===== src/rtl/div_pkg.sv =====
// Shared widths, iteration bound and FSM state type for the 12-by-6 restoring divider.
package div_pkg;

  localparam int DVD_W = 12;
  localparam int DVS_W = 6;
  localparam int CNT_W = 4;

  // Counter value at which the final quotient bit is produced.
  localparam logic [CNT_W-1:0] LAST_ITER = CNT_W'(DVD_W - 1);

  typedef enum logic [1:0] {
    IDLE = 2'd0,
    RUN  = 2'd1,
    DONE = 2'd2
  } div_state_t;

endpackage


===== src/rtl/divider_12by6_div_step.sv =====
// One restoring-division iteration: shift in a dividend bit, then subtract the
// divisor if it fits.
module div_step
  import div_pkg::*;
(
  input  logic [DVS_W-1:0] rem,
  input  logic             dvd_msb,
  input  logic [DVS_W-1:0] divisor,
  output logic [DVS_W-1:0] next_rem,
  output logic             q_bit
);

  logic [DVS_W:0] t;
  logic [DVS_W:0] diff;

  // NOTE: every output of a combinational block is assigned on every path, so no latch is inferred.
  always_comb begin
    t        = {rem, dvd_msb};
    diff     = t - {1'b0, divisor};
    q_bit    = (t >= {1'b0, divisor});
    next_rem = q_bit ? diff[DVS_W-1:0] : t[DVS_W-1:0];
  end

endmodule


===== src/rtl/divider_12by6.sv =====
// 12-bit by 6-bit unsigned restoring divider, one quotient bit per clock.
// Define DIVIDER_ZERO_DETECT_EN to short-circuit a zero divisor and flag it.
module divider_12by6
  import div_pkg::*;
(
  input  logic             clk,
  input  logic             rstn,
  input  logic             start,
  input  logic [DVD_W-1:0] dividend,
  input  logic [DVS_W-1:0] divisor,
  output logic             ready,
  output logic             busy,
  output logic             done,
  output logic [DVD_W-1:0] quotient,
  output logic [DVS_W-1:0] remainder,
  output logic             div_by_zero
);

  div_state_t       state;
  logic [CNT_W-1:0] cnt;
  logic [DVD_W-1:0] dvd;
  logic [DVS_W-1:0] dvs;
  logic [DVS_W-1:0] rem;
  logic [DVD_W-1:0] quotient_q;
  logic [DVS_W-1:0] remainder_q;
  logic [DVS_W-1:0] next_rem;
  logic             q_bit;
`ifdef DIVIDER_ZERO_DETECT_EN
  logic             dbz_q;
`endif

  div_step u_step (
    .rem      (rem),
    .dvd_msb  (dvd[DVD_W-1]),
    .divisor  (dvs),
    .next_rem (next_rem),
    .q_bit    (q_bit)
  );

  // NOTE: sequential state uses non-blocking assignments so every register sees pre-edge values.
  always_ff @(posedge clk or negedge rstn) begin
    if (!rstn) begin
      state       <= IDLE;
      cnt         <= '0;
      dvd         <= '0;
      dvs         <= '0;
      rem         <= '0;
      quotient_q  <= '0;
      remainder_q <= '0;
`ifdef DIVIDER_ZERO_DETECT_EN
      dbz_q       <= 1'b0;
`endif
    end else begin
      case (state)
        IDLE: begin
          if (start) begin
            dvd   <= dividend;
            dvs   <= divisor;
            rem   <= '0;
            cnt   <= '0;
            state <= RUN;
`ifdef DIVIDER_ZERO_DETECT_EN
            dbz_q <= 1'b0;
`endif
          end
        end
        RUN: begin
`ifdef DIVIDER_ZERO_DETECT_EN
          if (dvs == '0) begin
            quotient_q  <= '1;
            remainder_q <= '0;
            dbz_q       <= 1'b1;
            state       <= DONE;
          end else
`endif
          begin
            dvd <= {dvd[DVD_W-2:0], q_bit};
            rem <= next_rem;
            cnt <= cnt + CNT_W'(1);
            // Results are published on the same edge as the final iteration.
            if (cnt == LAST_ITER) begin
              quotient_q  <= {dvd[DVD_W-2:0], q_bit};
              remainder_q <= next_rem;
              state       <= DONE;
            end
          end
        end
        DONE:    state <= IDLE;
        default: state <= IDLE;
      endcase
    end
  end

  assign ready     = (state == IDLE);
  assign busy      = (state == RUN);
  assign done      = (state == DONE);
  assign quotient  = quotient_q;
  assign remainder = remainder_q;
`ifdef DIVIDER_ZERO_DETECT_EN
  assign div_by_zero = dbz_q;
`else
  assign div_by_zero = 1'b0;
`endif

endmodule


===== config.mk =====
export PLATFORM = sky130hd
export DESIGN_NAME = divider_12by6
export DESIGN_NICKNAME = d
export VERILOG_FILES = /design/src/rtl/div_pkg.sv /design/src/rtl/divider_12by6_div_step.sv /design/src/rtl/divider_12by6.sv
export SDC_FILE = /design/constraint.sdc
export NUM_CORES = 1
export LEC_CHECK = 0
export ABC_AREA = 0
export BUFFER_PORTS_ARGS = -buffer_cell sky130_fd_sc_hd__buf_4
export CORE_UTILIZATION = 49
export CTS_CLUSTER_SIZE = 40
export DETAILED_ROUTE_END_ITERATION = 6
export PLACE_DENSITY = 0.72
export RECOVER_POWER = 50
export SLEW_MARGIN = 30
export SYNTH_ARGS = -nofsm -noshare
export SYNTH_HDL_FRONTEND = slang
export SYNTH_SLANG_ARGS = --single-unit

===== constraint.sdc =====
create_clock -name clk -period 1.9 [get_ports clk]
set_input_delay 0.285 -clock clk [delete_from_list [all_inputs] [get_ports clk]]
set_output_delay 0.285 -clock clk [all_outputs]
set_load 0.02 [all_outputs]

==> results.json <==
{
  "min_path_type": "in -> reg",
  "r2r-start": "dvs[0]",
  "fmax_mhz": 535.0,
  "p_sw_uw": 2299,
  "p_leak_uw": 0.001371,
  "finish.instance_area_mm2": 0.002788,
  "antenna_found_initial": 0,
  "hold-path-cell-count": 3,
  "ys_seq_area_share_pct": 53.24,
  "dieHeight_um": 69.85,
  "drv_cap": 0,
  "final_hold_viol_count": 0,
  "outcome": "finished, final reports clean",
  "post-dp-hpwl_mm": 3.203,
  "ir_drop_v": 0.0009907,
  "ys_seq_elements": 48,
  "instances_no_fill": 336,
  "max_slew_margin_pct": 22.05,
  "crit_fanout": 8,
  "fin_crit_sh_pct": 98.38,
  "grt_pass1_wl_mm": 8.086,
  "clk_pin_slew_worst_paths_ns": 0.09,
  "postSynthCellCount": 238,
  "dp_slack_ns": -0.04044,
  "cts_inserted_buffers": 5,
  "io_pins": 43,
  "worst_pin_slew_ns": 1.169,
  "cp.arrival_ns": 2.10,
  "dpl-instance-area_mm2": 0.002628,
  "avgSynthCellArea_um2": 9.479,
  "required_ns": 2.13,
  "yosysWarnings": 0,
  "min_period_ns": 1.869,
  "worstRegToRegCells": 6,
  "diodes": 0,
  "clockRootBuffer": "clkbuf_8",
  "maxSlewViolCount": 0,
  "rsz0062_at_grt": "true",
  "wl_mm": 4.644,
  "yosysUniqueCellTypes": 35,
  "netlist_top_cells_area": "dfrtp_1, nand2_1, ha_1",
  "clkPwrFrac_pct": 14.0,
  "cts_sinks": 48,
  "syn2layout_area_growth_pct": 23.57,
  "cts_hold_buf": 0,
  "drt_iter0_drc": 140,
  "syn_area_mm2": 0.002256,
  "grt_pass1_vias": 1782,
  "dieArea_mm2": 0.004879,
  "firstDrtPassIters": 4,
  "fillers": 387,
  "cts_max_level": 2,
  "path_class": "reg -> reg",
  "switching_share_pct": 41.31,
  "worstHoldEndpoint": "dvs[0]",
  "via_count": 1805,
  "startpoint_type": "flop",
  "grt_usage_pct": 20.78,
  "yosysTopAreaCellShare_pct": 53.24,
  "final_core_util_pct": 63.58,
  "fin_nets": 313,
  "port_buffers": 41,
  "synth_area_leader_cell": "dfrtp_1",
  "ant_nets": 0,
  "die-width_um": 69.85,
  "finalWorstSetupSlack_ns": 0.03085,
  "grt_overflow": 0,
  "cts_tree": "built",
  "p_per_area_mw_per_mm2": 1996,
  "place_congestion": 0.9583,
  "dp.cells": 325,
  "core_area_mm2": 0.004384,
  "drive_above_1_share_pct": 23.59,
  "fp-row-count": 24,
  "reg2reg_slack_ns": 0.03,
  "r2r-end": "remainder[0]",
  "min-delay-start": "divisor[0]",
  "start_util_pct": 51.46,
  "p_seq_share_pct": 32.3,
  "internal-power_uw": 3266,
  "cts.path.max_buffers": 2,
  "routedWlPerCell_um": 13.82,
  "synth_nets": 268,
  "cp-end-kind": "flop",
  "combPwrFrac_pct": 53.7,
  "drc": 0,
  "grt_max_degree": 49,
  "setup_viol_count_final": 0,
  "fin_skew_ns": 0.006757,
  "via_per_inst": 5.372,
  "clk-insertion-delay-late_ns": 0.29
}
-- cells by family (layout without fill, tap and decap cells) --
family	after synthesis	count (layout)	synth area share, %
multiplexers	6	6	3.106
AND/OR/NAND/NOR	104	104	19.41
adder cells (fa/ha/maj)	9	9	5.325
other	1	1	0.1662
XOR/XNOR	3	3	1.165
AO/OA/AOI/OAI	46	46	13.81
buffers and inverters	21	67	3.772
flip-flops	48	48	53.24
-- state kept, by name, summed over array words and instances, names as in the netlist --
register   cells
rem            6
quotient      12
cnt            4
dvs            6
remainder      6
state          2
dvd           12
-- worst max-delay path, stage by stage (launching register included) --
cell,delay (ns)
dfrtp_1,0.41
ha_1,0.29
nand2b_1,0.16
a31oi_2,0.22
o221ai_4,0.23
mux2_4,0.37
o21ai_2,0.12
-- power by group through the flow --
stage	combinational (uW)	clock (uW)	sequential, uW
finish	2990	777	1800
CTS	2860	796	1800
global route	3370	836	1870
detailed placement	2810	0	1810
floorplan	1920	0	1930
global placement	2730	0	1800
-- metal layers --
metal / track usage (%) / routed length [um]
met4: 7.333 / 38
met2: 33.87 / 2257
met3: 3.752 / 128
met5: 0 / 0
met1: 27.92 / 2219
-- per-stage QoR --
| stage | setup TNS, ns | hold WS (ns) | power (uW) |
|---|---|---|---|
| after CTS | 0 | 0.01700 | 5457 |
| after global routing | -0.5886 | 0.1896 | 6075 |
| final | 0 | 0.1829 | 5564 |
| after global placement | 0 | 0.3354 | 4530 |
| after floorplan | 0 | -0.01059 | 3848 |
| after detailed placement | -0.1351 | 0.3412 | 4618 |
-- final cells by class --
class	count	area [um^2]	share of cell area [%]
flip-flops and latches	48	1201	43.09
multi-input cells	169	1003	36.00
repair buffers	48	355.3	12.75
clock buffers	6	82.58	2.962
well taps	52	65.06	2.334
inverters	11	41.29	1.481
clock inverters	2	38.79	1.391
-- synthesized netlist by cell type (all sizes together) --
| library cell | count |
|---|---|
| xor2 | 1 |
| o22ai | 11 |
| and3b | 1 |
| inv | 11 |
| clkbuf | 7 |
| nand3 | 10 |
| nor2 | 26 |
| nand2b | 4 |
| and3 | 1 |
| xnor2 | 2 |
| nand2 | 56 |
| o21ai | 23 |
| o221ai | 1 |
| conb | 1 |
| fa | 1 |
| and2 | 1 |
| a221o | 1 |
| ha | 8 |
| o311ai | 1 |
| nor2b | 2 |
| buf | 3 |
| mux2 | 2 |
| or2b | 1 |
| a21oi | 4 |
| a311oi | 1 |
| a2111o | 1 |
| nor3b | 1 |
| mux2i | 4 |
| a21o | 1 |
| dfrtp | 48 |
| nand4 | 1 |
| a31oi | 2 |
-- how the worst max path moves through the flow --
stage,cells past startpoint,endpoint,slack (ns),startpoint
after floorplan,6,remainder[0],0.08,rem[1]
after global placement,6,remainder[0],0.009,rem[1]
after detailed placement,6,remainder[0],-0.04,rem[1]
after CTS,5,remainder[0],0.02,rem[4]
after global routing,6,rem[2],-0.07,dvs[0]
final,6,remainder[0],0.03,dvs[0]
-- placed cells by master, fill, tap and decap left out, types with 2 or more instances in the layout --
cell and n:
a21oi_1 3, buf_4 42, clkbuf_1 4, clkbuf_8 6, dfrtp_1 48, ha_1 5
ha_4 2, inv_1 10, mux2_4 2, mux2i_1 4, nand2_1 56, nand2b_1 4
nand3_1 10, nor2_1 26, nor2b_1 2, o21ai_0 16, o21ai_1 3, o21ai_2 4
o22ai_1 11, xnor2_1 2
-- repair_timing --
action	4_1_cts	5_1_grt
setup buffers	0	3
pin swaps	2	5
setup endpoints to repair	7	12
gates resized for setup	2	8
endpoints found under the hold margin	0	0
Note: power is estimated with default switching activity, not from simulation.
